File: src/rtl/pipe_stage_skid_pkg.sv
// pipe_stage_skid_pkg
//   Shared constants and helpers for the skid-buffered pipeline stage.
//   Per-stage payload structs live in the CPU type package; this package
//   only carries what the stage register itself needs.
package pipe_stage_skid_pkg;

    // Width of the occupancy count (0..2 entries).
    localparam int OCC_W = 2;

    // Number of valid entries held, from the two slot valid bits.
    function automatic logic [OCC_W-1:0] count_valid(input logic main_v, input logic skid_v);
        return {1'b0, main_v} + {1'b0, skid_v};
    endfunction

endpackage

File: src/rtl/pipe_stage_skid_if.sv
// pipe_stage_skid_if
//   One valid/ready handshake channel carrying an opaque payload and a
//   halt marker.
//   master: drives valid, data, halt; samples ready.
//   slave : samples valid, data, halt; drives ready.
interface pipe_stage_skid_if
    import pipe_stage_skid_pkg::*;
#(
    parameter int PAYLOAD_W = 128
);
    logic                 valid;
    logic                 ready;
    logic                 halt;
    logic [PAYLOAD_W-1:0] data;

    modport master (output valid, output data, output halt, input ready);
    modport slave  (input valid, input data, input halt, output ready);
endinterface

File: src/rtl/pipe_stage_skid_slot.sv
// pipe_stage_skid_slot
//   One storage slot of the stage: valid bit, halt bit and payload.
//   Ports:
//     clk, srst      clock and synchronous active-high reset
//     flush          squash: clears valid/halt, zeroes payload if BUBBLE_ZERO
//     load           capture d_halt/d_data and mark valid
//     drop           clear valid/halt only (payload kept, entry simply left)
//     d_halt, d_data entry being loaded
//     valid, halt, data  slot contents
//   Priority: srst > flush > load > drop.
module pipe_stage_skid_slot
    import pipe_stage_skid_pkg::*;
#(
    parameter int PAYLOAD_W   = 128,
    parameter bit BUBBLE_ZERO = 1'b1
) (
    input  logic                 clk,
    input  logic                 srst,
    input  logic                 flush,
    input  logic                 load,
    input  logic                 drop,
    input  logic                 d_halt,
    input  logic [PAYLOAD_W-1:0] d_data,
    output logic                 valid,
    output logic                 halt,
    output logic [PAYLOAD_W-1:0] data
);

    logic                 valid_reg;
    logic                 halt_reg;
    logic [PAYLOAD_W-1:0] data_reg;

    always_ff @(posedge clk) begin
        if (srst || flush) begin
            valid_reg <= 1'b0;
            halt_reg  <= 1'b0;
            // With BUBBLE_ZERO=0 the payload is left as-is; only the
            // valid bit marks the slot as a bubble.
            if (BUBBLE_ZERO) begin
                data_reg <= '0;
            end
        end else if (load) begin
            valid_reg <= 1'b1;
            halt_reg  <= d_halt;
            data_reg  <= d_data;
        end else if (drop) begin
            // A normal departure: the payload stays visible but invalid.
            valid_reg <= 1'b0;
            halt_reg  <= 1'b0;
        end
    end

    assign valid = valid_reg;
    assign halt  = halt_reg;
    assign data  = data_reg;

endmodule

File: src/rtl/pipe_stage_skid.sv
// pipe_stage_skid
//   Back-pressurable pipeline stage register with a 2-entry skid buffer,
//   flush (bubble insertion) and sticky halt tracking. The main slot drives
//   the downstream channel; the skid slot catches one entry accepted while
//   the main slot is stalled, so in_ready never depends combinationally on
//   out_ready.
//   Ports:
//     CLK, RST   clock (rising edge), synchronous active-high reset
//     up         upstream channel (slave): valid/data/halt in, ready out
//     dn         downstream channel (master): valid/data/halt out, ready in
//     flush      squash all held entries and any same-cycle input
//     halted     sticky: a halt entry has left the stage
//     occupancy  number of valid entries held (0..2)
module pipe_stage_skid
    import pipe_stage_skid_pkg::*;
#(
    parameter int PAYLOAD_W   = 128,
    parameter bit BUBBLE_ZERO = 1'b1,
    parameter bit HALT_BLOCKS = 1'b1
) (
    input  logic                CLK,
    input  logic                RST,
    pipe_stage_skid_if.slave    up,
    pipe_stage_skid_if.master   dn,
    input  logic                flush,
    output logic                halted,
    output logic [OCC_W-1:0]    occupancy
);

    logic                 main_valid, main_halt;
    logic [PAYLOAD_W-1:0] main_data;
    logic                 skid_valid, skid_halt;
    logic [PAYLOAD_W-1:0] skid_data;

    logic halt_seen_reg, halt_seen_next;
    logic halted_reg, halted_next;

    logic                 in_ready;
    logic                 in_fire;
    logic                 out_fire;
    logic                 main_take;
    logic                 main_load, main_drop;
    logic                 skid_load, skid_drop;
    logic                 main_d_halt;
    logic [PAYLOAD_W-1:0] main_d_data;

    // Pure register decode: a full skid slot or a blocking halt refuses input.
    assign in_ready = !skid_valid && !(HALT_BLOCKS && halt_seen_reg);
    assign in_fire  = up.valid && in_ready;
    assign out_fire = main_valid && dn.ready;

    // The main slot can take a new entry when it is empty or draining.
    assign main_take = !main_valid || out_fire;

    always_comb begin
        main_load   = 1'b0;
        main_drop   = 1'b0;
        skid_load   = 1'b0;
        skid_drop   = 1'b0;
        main_d_halt = up.halt;
        main_d_data = up.data;
        if (!flush) begin
            if (main_take) begin
                if (skid_valid) begin
                    // Skid entry is older than anything upstream; it goes first.
                    main_load   = 1'b1;
                    main_d_halt = skid_halt;
                    main_d_data = skid_data;
                    skid_drop   = 1'b1;
                end else if (in_fire) begin
                    main_load = 1'b1;
                end else begin
                    main_drop = 1'b1;
                end
            end else if (in_fire) begin
                // Main is stalled with a valid entry: park the input.
                skid_load = 1'b1;
            end
        end
    end

    // A halt that leaves is recorded even in a flush cycle: downstream took it.
    assign halted_next = halted_reg || (out_fire && main_halt);

    always_comb begin
        halt_seen_next = halt_seen_reg;
        if (flush) begin
            // Every held halt is squashed (and any incoming one discarded);
            // only a halt that has already left keeps the stage blocked.
            halt_seen_next = halted_next;
        end else if (in_fire && up.halt) begin
            halt_seen_next = 1'b1;
        end
    end

    always_ff @(posedge CLK) begin
        if (RST) begin
            halt_seen_reg <= 1'b0;
            halted_reg    <= 1'b0;
        end else begin
            halt_seen_reg <= halt_seen_next;
            halted_reg    <= halted_next;
        end
    end

    pipe_stage_skid_slot #(
        .PAYLOAD_W   (PAYLOAD_W),
        .BUBBLE_ZERO (BUBBLE_ZERO)
    ) u_main (
        .clk    (CLK),
        .srst   (RST),
        .flush  (flush),
        .load   (main_load),
        .drop   (main_drop),
        .d_halt (main_d_halt),
        .d_data (main_d_data),
        .valid  (main_valid),
        .halt   (main_halt),
        .data   (main_data)
    );

    pipe_stage_skid_slot #(
        .PAYLOAD_W   (PAYLOAD_W),
        .BUBBLE_ZERO (BUBBLE_ZERO)
    ) u_skid (
        .clk    (CLK),
        .srst   (RST),
        .flush  (flush),
        .load   (skid_load),
        .drop   (skid_drop),
        .d_halt (up.halt),
        .d_data (up.data),
        .valid  (skid_valid),
        .halt   (skid_halt),
        .data   (skid_data)
    );

    assign up.ready  = in_ready;
    assign dn.valid  = main_valid;
    assign dn.halt   = main_valid && main_halt;
    assign dn.data   = main_data;
    assign halted    = halted_reg;
    assign occupancy = count_valid(main_valid, skid_valid);

endmodule

File: src/flat_wrapper.sv
// flat-port wrapper written by rule: the top's interface ports become plain ports
module pipe_stage_skid_flat import pipe_stage_skid_pkg::*;
#(
    parameter int PAYLOAD_W   = 128,
    parameter bit BUBBLE_ZERO = 1'b1,
    parameter bit HALT_BLOCKS = 1'b1
)
  (CLK, RST, flush, halted, occupancy, up_valid, up_data, up_halt, up_ready, dn_valid, dn_data, dn_halt, dn_ready);
  pipe_stage_skid_if #(.PAYLOAD_W(PAYLOAD_W)) up_i ();
  pipe_stage_skid_if #(.PAYLOAD_W(PAYLOAD_W)) dn_i ();
  input  logic CLK;
  input  logic RST;
  input  logic flush;
  output logic halted;
  output logic [OCC_W-1:0] occupancy;
  input wire logic [$bits(up_i.valid)-1:0] up_valid;
  input wire logic [$bits(up_i.data)-1:0] up_data;
  input wire logic [$bits(up_i.halt)-1:0] up_halt;
  output wire logic [$bits(up_i.ready)-1:0] up_ready;
  output wire logic [$bits(dn_i.valid)-1:0] dn_valid;
  output wire logic [$bits(dn_i.data)-1:0] dn_data;
  output wire logic [$bits(dn_i.halt)-1:0] dn_halt;
  input wire logic [$bits(dn_i.ready)-1:0] dn_ready;
  assign up_i.valid = up_valid;
  assign up_i.data = up_data;
  assign up_i.halt = up_halt;
  assign up_ready = up_i.ready;
  assign dn_valid = dn_i.valid;
  assign dn_data = dn_i.data;
  assign dn_halt = dn_i.halt;
  assign dn_i.ready = dn_ready;
  pipe_stage_skid #(.PAYLOAD_W(PAYLOAD_W), .BUBBLE_ZERO(BUBBLE_ZERO), .HALT_BLOCKS(HALT_BLOCKS)) u_core (.CLK(CLK), .RST(RST), .up(up_i), .dn(dn_i), .flush(flush), .halted(halted), .occupancy(occupancy));
endmodule
File: config.mk
export PLATFORM = sky130hd
export DESIGN_NAME = pipe_stage_skid_flat
export DESIGN_NICKNAME = d
export VERILOG_FILES = /design/src/rtl/pipe_stage_skid_pkg.sv /design/src/rtl/pipe_stage_skid_if.sv /design/src/rtl/pipe_stage_skid_slot.sv /design/src/rtl/pipe_stage_skid.sv /design/src/flat_wrapper.sv
export SDC_FILE = /design/constraint.sdc
export NUM_CORES = 1
export LEC_CHECK = 0
export CAP_MARGIN = 15
export CORE_MARGIN = 1
export CORE_UTILIZATION = 63
export DETAILED_ROUTE_END_ITERATION = 16
export DONT_BUFFER_PORTS = 1
export PLACE_DENSITY = 0.89
export SYNTH_ARGS = -nofsm -noshare
export SYNTH_HDL_FRONTEND = slang
export SYNTH_SLANG_ARGS = --single-unit
File: constraint.sdc
create_clock -name CLK -period 1.6 [get_ports CLK]
set_input_delay 0.24 -clock CLK [delete_from_list [all_inputs] [get_ports CLK]]
set_output_delay 0.24 -clock CLK [all_outputs]
set_load 0.005 [all_outputs]
---- Word-level counts from Yosys, hierarchy flattened ----
Index checks and enable logic that the tools add are counted.
storage, ports and cells
  register bits after elaboration ......... 262
  bits in latches ......................... 0
  memory bits (writable) .................. 0
  bits in read-only memories .............. 0
  bits of input ports ..................... 134
  output and inout port bits .............. 134
  memories ................................ 0
operators by class
  add/sub/neg operators ................... 1
  multipliers ............................. 0
  div/mod/pow operators ................... 0
  magnitude comparators ................... 0
  equality and inequality tests ........... 0
  shifts and indexed selects .............. 0
  mux-type cells .......................... 27
  bitwise logic cells ..................... 0
  reductions and logical operators ........ 15
operators with widths
  operator             number
  $mux W128            3
  $mux W1              24
  $logic_and A1 B1 Y1  6
  $reduce_bool A2 Y1   3
  $logic_not A1 Y1     3
  $logic_or A1 B1 Y1   3
  $add A1 B1 Y2        1

---- Depth between registers and ports, before layout ----
Gate-level depths: netlist of the first run.
  depth after elaboration ................. 9
  mapped depth ............................ 6
  depth with buffers taken out ............ 3

---- Modules after synthesis ----
A second synthesis of the first run with hierarchy kept.
second synthesis, totals
  cells, all modules ...................... 1006
  area total of the unflattened synthesis .. 11115.7 µm²
modules (own cells, without submodules)
  module                times used  cells an instance  area an instance (µm²)  sequential area each (µm²)
  pipe_stage_skid_slot  2           423                4692.0                  2602.5
  pipe_stage_skid       1           160                1731.7                  40.0

---- Worst setup path after synthesis of the first run ----
Ideal clock, no wire load.
  path type ............................... reg2reg
  start ................................... register u_core.u_skid.valid_reg, in the netlist u_core.u_skid.valid
  end ..................................... register u_core.u_skid.data_reg[0], in the netlist u_core.u_skid.data[0]
  setup time .............................. 0.072 ns
  arrival time ............................ 1.348 ns
  required time ........................... 1.528 ns
  path slack .............................. 0.181 ns
  cell stages (with the launch flop) ...... 7
  path buffers ............................ 3
  cell sequence ........................... dfxtp_1 > nor4b_2 > and2_1 > buf_4 > buf_12 > buf_12 > mux2i_1
between the ends
  longest elaborated chain between the ends .. 6
RTL lines
  what                      line                        source
  start: declaration        pipe_stage_skid_slot.sv:29  logic valid_reg;
  start signal: assignment  pipe_stage_skid_slot.sv:35  valid_reg <= 1'b0;
  start signal: assignment  pipe_stage_skid_slot.sv:43  valid_reg <= 1'b1;
  start signal: assignment  pipe_stage_skid_slot.sv:48  valid_reg <= 1'b0;
  $logic_not A1 Y1          pipe_stage_skid.sv:48       assign in_ready = !skid_valid && !(HALT_BLOCKS && halt_seen_reg);
  $logic_and A1 B1 Y1       pipe_stage_skid.sv:48
  $logic_and A1 B1 Y1       pipe_stage_skid.sv:49       assign in_fire = up.valid && in_ready;
  $mux W1                   pipe_stage_skid.sv:75       end else if (in_fire) begin
  $mux W1                   pipe_stage_skid.sv:63       if (main_take) begin
  $mux W1                   pipe_stage_skid.sv:62       if (!flush) begin
  end signal: assignment    pipe_stage_skid_slot.sv:45  data_reg <= d_data;
  end: declaration          pipe_stage_skid_slot.sv:31  logic [PAYLOAD_W-1:0] data_reg;
Every way passes these cells.
A chain may end at the register's enable or synchronous reset.

---- Worst setup path in the final report of the first run ----
  start ................................... register u_core.u_main.valid_reg, in the netlist u_core.u_main.valid
  end ..................................... register u_core.halted_reg, in the netlist u_core.halted
between the ends
  longest elaborated chain between the ends .. 3
RTL lines
  what                      line                        source
  start: declaration        pipe_stage_skid_slot.sv:29
  start signal: assignment  pipe_stage_skid_slot.sv:35
  start signal: assignment  pipe_stage_skid_slot.sv:43
  start signal: assignment  pipe_stage_skid_slot.sv:48
  $logic_and A1 B1 Y1       pipe_stage_skid.sv:50       assign out_fire = main_valid && dn.ready;
  $logic_and A1 B1 Y1       pipe_stage_skid.sv:83       assign halted_next = halted_reg || (out_fire && main_halt);
  $logic_or A1 B1 Y1        pipe_stage_skid.sv:83
  end signal: assignment    pipe_stage_skid.sv:102      halted_reg <= halted_next;
  end: declaration          pipe_stage_skid.sv:36       logic halted_reg, halted_next;
Every way passes these cells.

==> results of run 1 <==
[kinds of logic after synthesis]
logic type / after synthesis / synth area share
compound gates: 266 / 0.148
mux: 128 / 0.113
flops: 262 / 0.464
simple gates: 527 / 0.206
buf+inv: 129 / 0.0671
fa+ha+maj: 1 / 0.00111
[through the flow]
stage	setup slack, ns	hold slack [ns]
after floorplan	0.181	0.312
after global placement	0.175	0.314
after detailed placement	0.0923	0.316
after CTS	-0.0181	0.000152
after global routing	-0.0283	0.00461
final	-0.00368	0.00394
[cell type report]
| cell class | count | share of cell area |
|---|---|---|
| inverters | 1 | 0.000448 |
| clock inverters | 2 | 0.000897 |
| clock buffers | 46 | 0.0607 |
| flip-flops and latches | 262 | 0.376 |
| diodes | 1 | 0.000179 |
| well taps | 225 | 0.0202 |
| multi-input cells | 922 | 0.386 |
| repair buffers | 187 | 0.155 |
[synth_stat cells]
| cell type | n | share of area |
|---|---|---|
| inv_2 | 1 | 0.00033 |
| mux2i_1 | 128 | 0.11 |
| o21ai_0 | 2 | 0.00089 |
| ha_1 | 1 | 0.0011 |
| nand2_1 | 386 | 0.13 |
| a211oi_2 | 1 | 0.0011 |
| nor2_1 | 4 | 0.0013 |
| buf_12 | 11 | 0.019 |
| clkbuf_1 | 53 | 0.018 |
| buf_1 | 5 | 0.0017 |
| nor2b_1 | 1 | 0.00055 |
| nand3_1 | 1 | 0.00044 |
| a21oi_1 | 3 | 0.0013 |
| buf_6 | 1 | 0.0010 |
| o211ai_1 | 1 | 0.00066 |
| a31oi_1 | 128 | 0.071 |
| dfxtp_1 | 262 | 0.46 |
| nor2b_2 | 1 | 0.00078 |
| o21a_1 | 1 | 0.00066 |
| buf_8 | 1 | 0.0013 |
| nor4b_2 | 1 | 0.0013 |
| a221oi_1 | 1 | 0.00078 |
| nand2b_1 | 2 | 0.0011 |
| buf_2 | 55 | 0.024 |
| a32oi_1 | 1 | 0.00078 |
| o22ai_1 | 128 | 0.071 |
| and2_1 | 130 | 0.072 |
| nand4_1 | 1 | 0.00055 |
| buf_4 | 2 | 0.0013 |
[worst max-delay path: stages, from the launching register on]
cell	delay [ns]
dfxtp_1	0.32
buf_4	0.16
and2_1	0.21
a21oi_2	0.19
nor2_1	0.06
dlygate4sd3_1	0.56
[timing repair]
| action | in CTS | in global routing |
|---|---|---|
| pin swaps | 1 | 1 |
| setup buffers | 0 | 3 |
| endpoints found under the hold margin | 259 | 1 |
| endpoints found under the setup margin | 3 | 22 |
| cloned | 0 | 3 |
| resized for setup | 5 | 9 |
| hold buffers | 136 | 1 |
[layer usage]
metal	global-route usage	share of wire
met5	0	0
met2	0.607	0.49
met1	0.395	0.35
met4	0.208	0.054
met3	0.0955	0.10
[where the power goes]
| part | switching [mW] | internal, mW | total [mW] |
|---|---|---|---|
| clock network | 2.56 | 3.56 | 6.12 |
| registers | 0.111 | 6.64 | 6.76 |
| logic | 0.682 | 0.541 | 1.22 |
[cells in the final DEF, fill, tap and decap left out, drive strengths merged, types with 2 or more instances in the layout]
master / count
a21oi: 3
dlygate4sd3: 137
nand2b: 2
nor2: 4
and2: 130
nand2: 386
clkbuf: 49
nor2b: 2
o22ai: 128
buf: 47
mux2i: 128
dfxtp: 262
a31oi: 128
o21ai: 2
[path summary, 6_finish.rpt]
check                                            start                endpoint  slack [ns]
worst max-delay path               u_core.u_main.valid           u_core.halted      -0.004
worst min-delay path                       up_data[32]  u_core.u_main.data[32]       0.004
worst max register to register     u_core.u_main.valid           u_core.halted      -0.004
worst min register to register  u_core.u_skid.data[96]  u_core.u_skid.data[96]        0.45
==> reports/summary.txt, run 1 <==
outcome = finished with violations
violated checks = setup timing
Core ar. = 17400 sq um
Startpoint Class = flop
dpl hpwl = 17700 um
f_max = 0.624 GHz
Layout Cells excl Fill = 1646
Crit Path Class = reg -> reg
Final WS setup = -0.00368 ns
Hold Path Class = in -> reg
total grt overflow = 0
final setup violation count = 1
yosys warns = 0
clock-pin slew on the worst setup and hold paths = 0.06 ns
DRT iter0 DRCs = 1044
Synth cell types = 29
all-layer global routing usage = 0.355
total number of vias = 10700
layout cells sized above 1 = 0.0739
Via density = 6.51
Die ar. = 18500 sq um
largest fanout on the critical path = 4
synthesized flop and latch total = 262
Detail Route Antenna Nets = 0
Relative slew margins = 0.669
Max Cap Violations = 0
Synth Cell Area = 11300 sq um
H-tree depth = 1
number of global-route vias before repair = 10400
first-pass GRT wire length = 52500 um
initial antenna violation count = 1
Util after Layout = 0.801
clock sink count = 262
clk_skew = 0.0155 ns
CTS buffer count = 26
Avg Cell Area, Syn = 8.61 sq um
fin. max-slew vios = 0
cell area after layout = 14000 sq um
Multi-input gate area = 5390 sq um
Layout Area Growth over Synthesis = 23.5%
num rows = 48
leakage = 4.80 nW
sequential fraction of the synthesis area = 0.464
DRC = 0
gp weighted congestion = 0.815
Critical Path Sink Type = flop
RSZ-0062 raised after global routing = yes
post-route setup TNS = -0.00368 ns
Critical Path AT = 2.02 ns
dpl cell area = 11500 sq um
IO Count = 268
DP Cell Count = 1454
IO buf count = 0
Min Clock Period, post-route = 1.60 ns
CTS tree = built
Max clock buf depth = 3
Req. time, crit path = 2.02 ns
fin nets = 1535
drt wl/cell = 21.6 um
Die X-Extent = 136 um
Starting Density = 0.649
largest net degree at the start of global routing = 124
hold depth = 2
die height = 136 um
Tcrit/Tclk final = 1.00
Final Power = 14.1 mW
Slew @ Worst Pin = 0.497 ns
power density over cell area = 1010 nW/um^2
FF/Latch Area = 5250 sq um
# fillers = 906
Cells after Synth = 1313
root buffer cell = clkbuf_16
TritonRoute pass-1 iters = 7
r2r worst-path depth = 5
Detailed Route WL = 35600 um
Clock Latency Late Sink = 0.53 ns
final hold viol count = 0
Max IR drop VDD = 1.35 mV
syn nets = 1448
Power figures use the tool's default switching activity.
==> run 2, diff against run 1 <==
--- a/config.mk
+++ b/config.mk
@@ -5,12 +5,14 @@
 export SDC_FILE = /design/constraint.sdc
 export NUM_CORES = 1
 export LEC_CHECK = 0
+export ABC_AREA = 1
 export CAP_MARGIN = 15
 export CORE_MARGIN = 1
-export CORE_UTILIZATION = 63
+export CORE_UTILIZATION = 65
+export CTS_BUF_LIST = sky130_fd_sc_hd__clkbuf_8
 export DETAILED_ROUTE_END_ITERATION = 16
 export DONT_BUFFER_PORTS = 1
-export PLACE_DENSITY = 0.89
+export PLACE_DENSITY_LB_ADDON = 0.3
 export SYNTH_ARGS = -nofsm -noshare
 export SYNTH_HDL_FRONTEND = slang
 export SYNTH_SLANG_ARGS = --single-unit
==> run 2 against run 1 <==
Critical path depth increased by 4; routed wire length grew 3.0%; area after synthesis increased by 5.9%; fmax is 4.7% lower; non-clock buffer count grew 15; final area increased by 8.2%; largest power group unchanged; largest cell class is now flip-flops and latches; the flow finishes with violations (hold timing, setup timing); critical path type unchanged; cell count rose by 35%; sequential share of layout area down 2.9 points; clock power shrank 3%.
==> reports/summary.txt, run 2 <==
fin. max-slew vios = 0 (unchanged)
final setup violation count = 15 (was 1)
Min Clock Period, post-route = 1.68 ns (was 1.60 ns)
number of flops mapped to enable cells by yosys = 0 (unchanged)
Tcrit/Tclk final = 1.05 (was 1.00)
all-layer global routing usage = 0.351 (was 0.355)
Detailed Route WL = 36700 um (was 35600 um)
CTS buffer count = 43 (was 26)
Critical Path Sink Type = flop (unchanged)
Final WS setup = -0.0833 ns (was -0.00368 ns)
syn nets = 1958 (was 1448)
Hold Path Class = in -> reg (unchanged)
Die X-Extent = 138 um (was 136 um)
total number of vias = 12000 (was 10700)
synthesized flop and latch total = 262 (unchanged)
DP Cell Count = 1990 (was 1454)
Via density = 5.41 (was 6.51)
Starting Density = 0.664 (was 0.649)
Yosys top cell area share = 0.438 (was 0.464)
final hold viol count = 1 (was 0)
fin nets = 2093 (was 1535)
Core ar. = 18000 sq um (was 17400 sq um)
f_max = 0.594 GHz (was 0.624 GHz)
commonest non-fill, non-tap cells in the layout = nand2_1, nor2_1, inv_1, dfxtp_1, dlygate4sd3_1 (was nand2_1, dfxtp_1, dlygate4sd3_1, and2_1, o22ai_1)
Final Power = 14.0 mW (was 14.1 mW)
slowest stage cell, crit path = dfxtp_2 (was dlygate4sd3_1)
clock-pin slew on the worst setup and hold paths = 0.07 ns (was 0.06 ns)
Startpoint Class = flop (unchanged)
dominant synthesized flop cell = dfxtp_1 (unchanged)
layout cells sized above 1 = 0.133 (was 0.0739)
leakage = 7.54 nW (was 4.80 nW)
number of global-route vias before repair = 11100 (was 10400)
largest fanout on the critical path = 6 (was 4)
H-tree depth = 2 (was 1)
Synth cell types = 22 (was 29)
yosys warns = 0 (unchanged)
Detail Route Antenna Nets = 0 (unchanged)
root buffer cell = clkbuf_8 (was clkbuf_16)
Synth Cell Area = 12000 sq um (was 11300 sq um)
Avg Cell Area, Syn = 6.56 sq um (was 8.61 sq um)
drt wl/cell = 16.5 um (was 21.6 um)
Cells after Synth = 1823 (was 1313)
dpl hpwl = 18400 um (was 17700 um)
TritonRoute pass-1 iters = 6 (was 7)
Async SR Flop Fraction = 0 (unchanged)
commonest non-fill, non-tap cell in the layout = nand2_1 (unchanged)
power density over cell area = 925 nW/um^2 (was 1010 nW/um^2)
DRC = 0 (unchanged)
first-pass GRT wire length = 53100 um (was 52500 um)
Synth area leader = dfxtp_1 (unchanged)
num rows = 49 (was 48)
DRT iter0 DRCs = 1058 (was 1044)
CTS tree = built (unchanged)
Max clock buf depth = 3 (unchanged)
gp weighted congestion = 0.830 (was 0.815)
total grt overflow = 0 (unchanged)
sequential fraction of the synthesis area = 0.438 (was 0.464)
Max Cap Violations = 0 (unchanged)
die height = 138 um (was 136 um)
Req. time, crit path = 2.04 ns (was 2.02 ns)
clk_skew = 0.0206 ns (was 0.0155 ns)
most frequent cell after synthesis = nand2_1 (unchanged)
IO buf count = 0 (unchanged)
CP Cell Sequence = buf_6, nor2_4, nand3_2, nor2_4, buf_6, buf_12, clkbuf_16, o21ai_1, nor2_1 (was buf_4, and2_1, a21oi_2, nor2_1, dlygate4sd3_1)
clock sink count = 262 (unchanged)
initial antenna violation count = 2 (was 1)
Clock Latency Late Sink = 0.54 ns (was 0.53 ns)
Max IR drop VDD = 0.965 mV (was 1.35 mV)
Util after Layout = 0.838 (was 0.801)
Area contributors post-synth = dfxtp_1, nand2_1, nor2_1 (was dfxtp_1, nand2_1, mux2i_1)
RSZ-0062 raised after global routing = yes (unchanged)
Post-synth top cells = nand2_1, nor2_1, inv_1 (was nand2_1, dfxtp_1, and2_1)
Die ar. = 19000 sq um (was 18500 sq um)
CP max stage delay = 0.33 ns (was 0.56 ns)
violated checks = hold timing, setup timing (was setup timing)
Layout Area Growth over Synthesis = 26.2% (was 23.5%)
largest net degree at the start of global routing = 83 (was 124)
IO Count = 268 (unchanged)
worst hold slack = -0.0408 ns (was 0.00394 ns)
outcome = finished with violations (unchanged)
Slew @ Worst Pin = 0.356 ns (was 0.497 ns)
Critical Path AT = 2.13 ns (was 2.02 ns)
Relative slew margins = 0.763 (was 0.669)
Crit Path Class = reg -> reg (unchanged)
Layout Cells excl Fill = 2220 (was 1646)
[run 2: changes by cell type after synthesis, sizes merged, moves of 5 or more]
| cell | change |
|---|---|
| nor2 | +386 |
| inv | +267 |
| and2 | -130 |
| or2 | +129 |
| a31oi | -128 |
| mux2i | -128 |
| o22ai | -128 |
| a21oi | +127 |
| o21ai | +127 |
| clkbuf | -28 |
| buf | +12 |
| nand2 | +7 |
| nand3 | +5 |
[run 2: final timing paths]
kind | start | to | slack [ns] | cells after the start
hold reg to reg | u_core.u_skid.data[76] | u_core.u_skid.data[76] | 0.50 | 2
hold / removal | up_halt | u_core.halt_seen_reg | -0.04 | 4
setup reg to reg | u_core.u_skid.valid | u_core.u_skid.data[109] | -0.08 | 9
setup / recovery | u_core.u_skid.valid | u_core.u_skid.data[109] | -0.08 | 9
[run 2: final cells by class]
cell class / count / area, sq um
clock inverters: 22 / 140
clock buffers: 53 / 729
multi-input cells: 1181 / 5240
repair buffers: 202 / 2430
inverters: 268 / 1020
fillers: 1007 / 2930
well taps: 229 / 287
diodes: 3 / 7.51
flip-flops and latches: 262 / 5250
[run 2: worst max-delay path: cells and delay by family, from the launching register on]
kind / cells / cell delay, ns
compound gates: 1 / 0.07
simple gates: 4 / 0.63
buf+inv: 4 / 0.55
flops: 1 / 0.33
[run 2: timing repair]
| action | in CTS | in global routing |
|---|---|---|
| resized for setup | 0 | 63 |
| setup buffers | 0 | 7 |
| hold endpoints to repair | 260 | 0 |
| setup endpoints to repair | 0 | 176 |
| hold buffers | 134 | 0 |
[run 2: cell families after synthesis]
logic type                 Yosys count  synth area share
adders and majority gates            1           0.00105
AOI/OAI and AO/OA                  261             0.110
DFF                                262             0.438
buffers and inverters              380             0.134
and+or+nand+nor                    919             0.317
[run 2: stage by stage]
step | setup TNS (ns) | area (sq um) | setup WS [ns]
after floorplan | 0 | 12000 | 0.254
after global placement | 0 | 12400 | 0.130
after detailed placement | 0 | 12400 | 0.105
after CTS | 0 | 14600 | 0.0297
after global routing | -4.36 | 15100 | -0.122
final | -0.292 | 15100 | -0.0833
[run 2: per-layer routing]
metal	part of all wire	GRT usage	wire length, um	up-vias
met4	0.050	0.192	1830	0
met3	0.11	0.117	4020	180
met2	0.48	0.593	17600	731
li1	-	-	-	5699
met1	0.36	0.387	13200	5395
met5	0	0	0	-
[run 2: power breakdown]
group | internal [mW] | switching [mW] | leakage, nW
clock network | 3.30 | 2.66 | 0.510
logic | 0.555 | 0.712 | 4.91
registers | 6.64 | 0.104 | 2.12
